$ cat config.mk
export PLATFORM = sky130hd
export DESIGN_NAME = exec_datapath
export DESIGN_NICKNAME = d
export VERILOG_FILES = /design/src/rtl/exec_datapath.sv
export SDC_FILE = /design/constraint.sdc
export NUM_CORES = 1
export LEC_CHECK = 0
export CORE_UTILIZATION = 48
export CTS_BUF_LIST = sky130_fd_sc_hd__clkbuf_4
export DETAILED_ROUTE_END_ITERATION = 8
export HOLD_SLACK_MARGIN = 0.15
export MAX_ROUTING_LAYER = met4
export PLACE_DENSITY = 0.71
export SKIP_CTS_REPAIR_TIMING = 1
export SLEW_MARGIN = 20
export SYNTH_ARGS = -nofsm -noshare
export SYNTH_HDL_FRONTEND = slang
export SYNTH_SLANG_ARGS = --single-unit
$ cat constraint.sdc
create_clock -name clk_i -period 7.5 [get_ports clk_i]
set_clock_uncertainty 0.05 [all_clocks]
set_input_delay 0.75 -clock clk_i [delete_from_list [all_inputs] [get_ports clk_i]]
set_output_delay 0.75 -clock clk_i [all_outputs]
set_load 0.05 [all_outputs]
$ cat src/rtl/exec_datapath.sv
// exec_datapath: execution datapath of the 16-bit multicycle core.
// Holds the register file, the A/B operand latches, the ALU operand muxes,
// the ALU, the ALUOut register, the carry flag and the write-back mux.
//
// Ports:
//   clk_i, rst_ni         clock, asynchronous active-low reset
//   instr_i               IR: [15:12] opcode, [11:8] rd, [7:4] rs, [3:0] rt, [7:0] imm8
//   pc_i, mdr_i           program counter and memory data register
//   rega_sel_i            A read address: 0 = rs, 1 = rd
//   reg_wrt_i             register file write enable
//   data_sel_i            write-back source: ALUOut / mdr / pc (link) / sext(imm8)
//   opa_sel_i, opb_sel_i  ALU operand selects
//   alu_sel_i             ALU operation
//   out_a_o, out_b_o      A and B latches
//   alu_out_o             ALUOut register
//   alu_res_o             combinational ALU result
//   carry_o               carry flag register
module exec_datapath #(
    parameter int unsigned DW       = 16,
    parameter int unsigned NREG     = 16,
    parameter int unsigned LINK_REG = 15
) (
    input  logic          clk_i,
    input  logic          rst_ni,
    input  logic [15:0]   instr_i,
    input  logic [DW-1:0] pc_i,
    input  logic [DW-1:0] mdr_i,
    input  logic          rega_sel_i,
    input  logic          reg_wrt_i,
    input  logic [1:0]    data_sel_i,
    input  logic          opa_sel_i,
    input  logic [1:0]    opb_sel_i,
    input  logic [2:0]    alu_sel_i,
    output logic [DW-1:0] out_a_o,
    output logic [DW-1:0] out_b_o,
    output logic [DW-1:0] alu_out_o,
    output logic [DW-1:0] alu_res_o,
    output logic          carry_o
);

    logic [3:0]    rd, rs, rt;
    logic [7:0]    imm8;
    logic [DW-1:0] sext_imm;

    assign rd       = instr_i[11:8];
    assign rs       = instr_i[7:4];
    assign rt       = instr_i[3:0];
    assign imm8     = instr_i[7:0];
    assign sext_imm = {{(DW-8){imm8[7]}}, imm8};

    logic [DW-1:0] rf_q [NREG];
    logic [DW-1:0] a_q, b_q, alu_out_q;
    logic          carry_q, carry_d;

    // Register file read
    logic [3:0]    ra, wa;
    logic [DW-1:0] rdata_a, rdata_b;

    assign ra      = rega_sel_i ? rd : rs;
    assign rdata_a = (ra == 4'd0) ? '0 : rf_q[ra];
    assign rdata_b = (rt == 4'd0) ? '0 : rf_q[rt];

    // Write-back
    logic [DW-1:0] wdata;

    assign wa = (data_sel_i == 2'b10) ? 4'(LINK_REG) : rd;

    always_comb begin
        wdata = alu_out_q;
        unique case (data_sel_i)
            2'b00: wdata = alu_out_q;
            2'b01: wdata = mdr_i;
            2'b10: wdata = pc_i;
            2'b11: wdata = sext_imm;
            default: wdata = alu_out_q;
        endcase
    end

    always_ff @(posedge clk_i or negedge rst_ni) begin
        if (!rst_ni) begin
            for (int i = 0; i < int'(NREG); i++) begin
                rf_q[i] <= '0;
            end
        end else if (reg_wrt_i && (wa != 4'd0)) begin
            rf_q[wa] <= wdata;
        end
    end

    // ALU operand muxes
    logic [DW-1:0] op_x, op_y;

    assign op_x = opa_sel_i ? pc_i : a_q;

    always_comb begin
        op_y = '0;
        unique case (opb_sel_i)
            2'b00: op_y = {{(DW-1){1'b0}}, 1'b1};
            2'b01: op_y = b_q;
            2'b10: op_y = '0;
            2'b11: op_y = sext_imm;
            default: op_y = '0;
        endcase
    end

    // ALU; carry holds its value for the logical operations
    logic [DW:0]   sum;
    logic [DW-1:0] alu_res;

    assign sum = {1'b0, op_x} + {1'b0, op_y};

    always_comb begin
        alu_res = '0;
        carry_d = carry_q;
        unique case (alu_sel_i)
            3'b000: begin
                alu_res = sum[DW-1:0];
                carry_d = sum[DW];
            end
            3'b001: begin
                alu_res = op_x - op_y;
                carry_d = (op_x < op_y);
            end
            3'b010: alu_res = op_x & op_y;
            3'b011: alu_res = op_x | op_y;
            3'b100: alu_res = op_x ^ op_y;
            3'b101: alu_res = ~op_x;
            3'b110: begin
                alu_res = {op_x[DW-2:0], 1'b0};
                carry_d = op_x[DW-1];
            end
            3'b111: begin
                alu_res = {1'b0, op_x[DW-1:1]};
                carry_d = op_x[0];
            end
            default: alu_res = '0;
        endcase
    end

    // Operand latches and ALUOut capture unconditionally; the control FSM
    // sequences when their contents are meaningful.
    always_ff @(posedge clk_i or negedge rst_ni) begin
        if (!rst_ni) begin
            a_q       <= '0;
            b_q       <= '0;
            alu_out_q <= '0;
            carry_q   <= 1'b0;
        end else begin
            a_q       <= rdata_a;
            b_q       <= rdata_b;
            alu_out_q <= alu_res;
            carry_q   <= carry_d;
        end
    end

    assign out_a_o   = a_q;
    assign out_b_o   = b_q;
    assign alu_out_o = alu_out_q;
    assign alu_res_o = alu_res;
    assign carry_o   = carry_q;

endmodule

# Word level (Yosys, flattened, before mapping)
# Index checks and enable logic that the tools add are counted.
# word_totals
out_inout_bits	65
word_cells	74
romBits	0
latch_bits	0
mem_bits_rw	0
n_memories	0
reg_bits	305
# op_classes
div	0
multipliers	0
n_eq_ne	13
magnitude_cmp	5
n_bitwise	7
n_shift	0
addsub	2
reduce_logical	9
muxes	18
# ops
cell	n
256-bit bitwise mux	1
16-bit binary-select mux with 4-bit select	2
16-bit two-way mux	8
16-bit case mux with 4 select lines	2
16-bit case mux with 8 select lines	1
16-bit demux with 4-bit select	1
16-bit by 16-bit adder with 17-bit output	1
16-bit AND	1
16-bit < comparator	1
16-bit NOT	1
16-bit bitwise OR	1
16-bit subtractor	1
16-bit bitwise XOR	1
5-bit >= comparator, second input constant	3
4-bit NOT with 5-bit output	3
3-bit equality test, second input constant	4
2-bit equality test, second input constant	4
4-bit zero test	2
4-bit two-way mux	2
4-bit nonzero test	2
3-bit by 2-bit equality test with 1-bit output, second input constant	2
5-bit by 1-bit < comparator with 1-bit output, second input constant	1
2-bit by 1-bit equality test with 1-bit output, second input constant	2
2-bit zero test	2
other kinds (4)	5

# Depth between registers and ports, before layout
# Gate-level depths: netlist of run 1.
# depth
ltp_word	8
ltp_mapped	14

# Worst setup path after synthesis of run 1
# Ideal clock, no wire load.
# synth_path
path_type	in2out
startpoint	in instr_i[3]
endpoint	out alu_res_o[13]
stages	12
n_path_buf	2
path_slack_ps	2276
arrival_time_ps	4424
cell_sequence	clkbuf_1 > buf_2 > mux2_2 > nand2_1 > ha_1 > o21a_2 > a211o_1 > a41oi_2 > nand2_1 > a211oi_1 > nor3b_1 > nor3_1
# synth_between
elab_chain_len	3
elab_cells_between_ends	4
# synth_lines
element	line	rtl
start, declared	25	input logic [15:0] instr_i,
16-bit case mux with 4 select lines *	96	unique case (opb_sel_i)
16-bit subtractor or 16-bit by 16-bit adder with 17-bit output (tied branches)	120, 109	
16-bit case mux with 8 select lines *	114	unique case (alu_sel_i)
end, declared	37	output logic [DW-1:0] alu_res_o,
# Every way passes the cells marked *; elsewhere a longest branch is shown, timed or not.

# Worst setup path in the final report of run 1
# layout_path
startpoint	in opb_sel_i[1]
endpoint	out alu_res_o[15]
# layout_between
elab_chain_len	4
elab_cells_between_ends	11
# layout_lines
element	line	rtl
start, declared	32	input logic [1:0] opb_sel_i,
2-bit equality test (tied with other cells)	96	
16-bit case mux with 4 select lines *	96	
16-bit subtractor (tied with other cells)	120	alu_res = op_x - op_y;
16-bit case mux with 8 select lines *	114	
# Marked as above.

==> results of run 1 <==
[per-stage QoR]
| step | cells | worst slack, ps |
|---|---|---|
| 2_1_floorplan | 1494 | 2280 |
| 3_3_place_gp | 2024 | 1170 |
| 3_5_place_dp | 2024 | 1130 |
| 4_1_cts | 2163 | 1110 |
| 5_1_grt | 2166 | 901 |
| 6_report | 2168 | 1050 |
[worst paths after layout]
check,startpoint,cells after the start,endpoint
worst max-delay path,opb_sel_i[1],12,alu_res_o[15]
worst min-delay path,rf_q[251],0,rf_q[251]
worst max register to register,out_a_o[8],10,alu_out_o[15]
worst min register to register,rf_q[251],0,rf_q[251]
max in group asynchronous,rst_ni,3,rf_q[106]
min in group asynchronous,rst_ni,2,rf_q[193]
[critical path, cell delays in order]
cell	delay, ps
clkdlybuf4s50_1	890
and2_1	500
o21ai_0	260
ha_1	560
or4_1	610
nor2_1	210
a41oi_2	240
nand2_1	240
a211oi_1	120
nand3b_1	180
o211ai_1	220
clkdlybuf4s50_1	880
[sequential cells by signal (all words and copies together), names as in the netlist]
name and flops:
alu_out_o 16, carry_o 1, out_a_o 16, out_b_o 16, rf_q 256
[where the power goes]
| group | internal [mW] | switching (mW) |
|---|---|---|
| Clock | 0.751 | 0.702 |
| Sequential | 2.11 | 0.353 |
| Combinational | 1.13 | 1.25 |
| Total | 3.99 | 2.31 |
[cell families after synthesis]
family          share of synthesized area [%]
fa+ha+maj                                3.78
mux                                      35.6
xor+xnor                                0.518
simple gates                             6.83
buf+inv                                  4.37
compound gates                           7.92
flops                                    41.0
[layout make-up]
class / count / area (µm²)
fillers: 3112 / 16800
multi-input cells: 1001 / 10200
flip-flops and latches: 305 / 7630
repair buffers: 154 / 1460
clock buffers: 118 / 886
well taps: 511 / 639
inverters: 54 / 203
clock inverters: 21 / 106
diodes: 4 / 10.0
[layout by cell type, fill, tap and decap left out, drive strengths merged, types with 5 or more instances in the layout]
cell	instances
a211oi	8
a21o	7
a21oi	78
a221oi	5
a31oi	6
buf	37
clkbuf	118
clkdlybuf4s50	116
clkinv	15
dfrtp	305
ha	53
inv	59
mux2	253
mux2i	34
mux4	150
nand2	102
nand2b	11
nand3	9
nand3b	6
nor2	64
nor2b	28
nor3	8
o211ai	6
o21ai	69
o22ai	10
o31ai	6
xnor2	8
[routing by layer]
metal | up-vias | share of wire, % | wire (µm)
met5 | - | 0 | 0
met4 | 0 | 4.3 | 2360
met3 | 147 | 8.2 | 4510
met2 | 623 | 48 | 26500
met1 | 6972 | 40 | 21900
li1 | 5812 | - | -
==> results.tsv, run 1 <==
metric	value	unit
p_leak	9.09	nW
start_util	49.0	%
fin_crit	6450	ps
cts_tree	done	
cts.sinks	305	
dr.pass1.iters	5	
drive_gt1_share	35.0	%
fin_crit_sh	86.0	%
setup_tns	0	ps
maxSlewHeadroom	26.1	%
powerDensity	297	nW/µm²
syn2layout_area_growth	13.8	%
postLayoutCoreUtil	55.8	%
max_freq	155	MHz
hold_class	reg2reg	
grt_pass1_wl	84400	µm
grt_most_used_layer	met2	
syn-instance-count	1494	
hold_viol	0	
ys_ff_latch	305	
synth_common_cells	dfrtp_1 (305), mux2_2 (223), mux4_2 (150)	
die_h	199	µm
syn_area	18600	µm²
first_iter_violations	978	
path_class	in2out	
drt-total-wl	55200	µm
yosysUniqueCellTypes	76	
antenna_found_initial	2	
clk_path_buf_depth	3	
grt_max_degree	130	
path_clk_slew	60	ps
stdcell_area	21200	µm²
ys_seq_area_share	41.0	%
maxSlewViolCount	0	
ir_worst_vdd	0.103	mV
yosysWarnings	0	
syn_nets	1609	
numCtsBuffers	83	
drc	0	
worstPathArrival	5650	ps
totalPowerFinal	6.29	mW
yosysTopAreaCell	dfrtp_1	
synth_most_common_cell	dfrtp_1	
outcome	finished, final reports clean	
portBuffers	120	
vias_per_cell	6.25	
ys_dominant_reg_cell	dfrtp_1	
dpl.hpwl	37600	µm
setup_violations	0	
synthTopCellsByArea	dfrtp_1 (41%), mux4_2 (18%), mux2_2 (13%)	
required	6700	ps
worstMarginPinSlew	1110	ps
htree_levels	3	
placed_area	20200	µm²
drv_cap	0	
cts_root_buffer	clkbuf_4	
ios	125	
insertion_delay	760	ps
grtUsageMet2	46.6	%
timing.hold.ws	323	ps
die_w	199	µm
end_kind	output pin	
avgSynthCellArea	12.5	µm²
grt_pass1_vias	14100	
grt_use_met3	7.83	%
fin_nets	1714	
routabilityCongestion	1.00	
grt_use_total	29.8	%
groute.layer.met1.usage	36.0	%
wl_per_cell	25.5	µm
rsz0062_at_grt	no	
startpoint_type	input pin	
routed-via-count	13600	
rows	71	
async_flop_share	100	%
synth_edf_count	0	
fp.coreArea	37900	µm²
rrSetupSlack	4020	ps
path_max_fanout	13	
ant_nets	0	
synth_top_area_share	41.0	%
die-area	39500	µm²
grt_overflow	0	
Note: power is estimated with default switching activity, not from simulation.
==> run 2, diff against run 1 <==
Settings changed: CORE_ASPECT_RATIO set to 1.25.
Clock period 7.5 ns to 7.4 ns, I/O delays scaled along.
==> run 2 against run 1 <==
  * Combinational power increased by 2%
  * Non-clock buffer count increased by 4
  * Clock-buffer cell count decreased by 5
  * Setup slack got worse by 70 ps
  * Sequential cell count is the same
  * Via count about the same
  * Register-to-register slack worse by 140 ps
  * Sequential share of layout area is essentially flat
  * Sequential power barely moved
  * Routed wire length rose by 1.6%
  * Critical path type unchanged
==> results.tsv, run 2 (synthesized netlist as in run 1, its figures left out) <==
metric	value	unit
outcome	finished, final reports clean	
p_leak	9.10	nW
stdcell_count	2145	
ant_nets	0	
maxSlewViolCount	0	
maxSlewHeadroom	28.0	%
grt_max_degree	151	
largest_reg_flops	256	
drt-total-wl	56100	µm
rsz0062_at_grt	no	
wl_per_cell	26.1	µm
combPwrFrac	37.7	%
hold_class	reg2reg	
die_w	178	µm
path_max_fanout	13	
worstPathArrival	5630	ps
grt_overflow	0	
p_seq_share	38.8	%
drive_gt1_share	35.0	%
p_clk_share	23.5	%
top_register	rf_q	
worstMarginPinSlew	1080	ps
die_h	222	µm
final_common_cell	dfrtp_1	
drv_cap	0	
critPathBufInv	4	
dpl.hpwl	38300	µm
ir_worst_vdd	0.114	mV
drc	0	
clk_path_buf_depth	3	
final_cell_mix	dfrtp_1 (305), mux2_2 (223), mux4_2 (150)	
end_kind	output pin	
setup_tns	0	ps
switching_share	36.5	%
slowest_delay	880	ps
placed_cells	2009	
insertion_delay	810	ps
syn2layout_area_growth	13.9	%
startpoint_type	input pin	
routed-via-count	13600	
required	6610	ps
powerDensity	303	nW/µm²
routabilityCongestion	1.02	
dr.pass1.iters	5	
setup_violations	0	
hold_viol	0	
p_switching	2.34	mW
first_iter_violations	1188	
portBuffers	120	
cts_tree	done	
rows	80	
vias_per_cell	6.32	
path_class	in2out	
timing.hold.ws	326	ps
grt_pass1_wl	85600	µm
ios	125	
fp.coreArea	38100	µm²
max_freq	156	MHz
worstPathCellList	clkdlybuf4s50_1 -> buf_4 -> mux2_2 -> nand2_1 -> inv_1 -> ha_1 -> a211o_1 -> a211o_1 -> a41oi_2 -> and4_1 -> a2111oi_2 -> or4_1 -> o211ai_1 -> clkdlybuf4s50_1	
fin_crit	6420	ps
start_util	48.8	%
fin_nets	1715	
cts_root_buffer	clkbuf_4	
grt_use_total	30.2	%
path_clk_slew	70	ps
grt_pass1_vias	14100	
numCtsBuffers	80	
fin_crit_sh	86.8	%
path_delay_family	buffers and inverters	
rrSetupSlack	3880	ps
htree_levels	3	
slowest_stage	clkdlybuf4s50_1	
internal_power	4.08	mW
die-area	39500	µm²
antenna_found_initial	3	
cts.sinks	305	
## run 2: path summary, 6_finish.rpt
check	start	to	cells after the start
setup / recovery	opb_sel_i[1]	alu_res_o[15]	14
hold / removal	rf_q[241]	rf_q[241]	0
setup reg to reg	out_a_o[8]	alu_out_o[13]	9
hold reg to reg	rf_q[241]	rf_q[241]	0
max in group asynchronous	rst_ni	rf_q[74]	3
min in group asynchronous	rst_ni	alu_out_o[0]	2
## run 2: cell type report
type,instances,area (µm²)
inverters,54,203
clock inverters,19,156
multi-input cells,1001,10200
clock buffers,113,848
diodes,3,7.51
fillers,3128,17000
well taps,492,616
flip-flops and latches,305,7630
repair buffers,158,1490
## run 2: power groups by stage
stage	Sequential (mW)	Combinational [mW]	Clock [mW]
finish	2.49	2.42	1.51
global route	2.54	2.59	1.63
floorplan	2.66	1.49	0
detailed placement	2.51	2.41	0
global placement	2.48	2.36	0
CTS	2.48	2.41	1.54
## run 2: per-layer routing
layer / up-vias / global-route usage, % / part of all wire (%)
met5: - / - / 0
met4: 0 / 17.4 / 5.7
met3: 176 / 4.87 / 6.1
met2: 620 / 49.2 / 51
met1: 6973 / 35.2 / 38
li1: 5795 / - / -
## run 2: through the flow
step	total power, mW	cell area [µm²]	utilization [%]	setup WS (ps)
after floorplan	4.15	18600	-	2200
after global placement	4.84	20200	52.9	1040
after detailed placement	4.92	20200	52.9	1010
after CTS	6.43	21200	55.5	996
after global routing	6.76	21200	55.6	811
final	6.43	21200	55.6	979
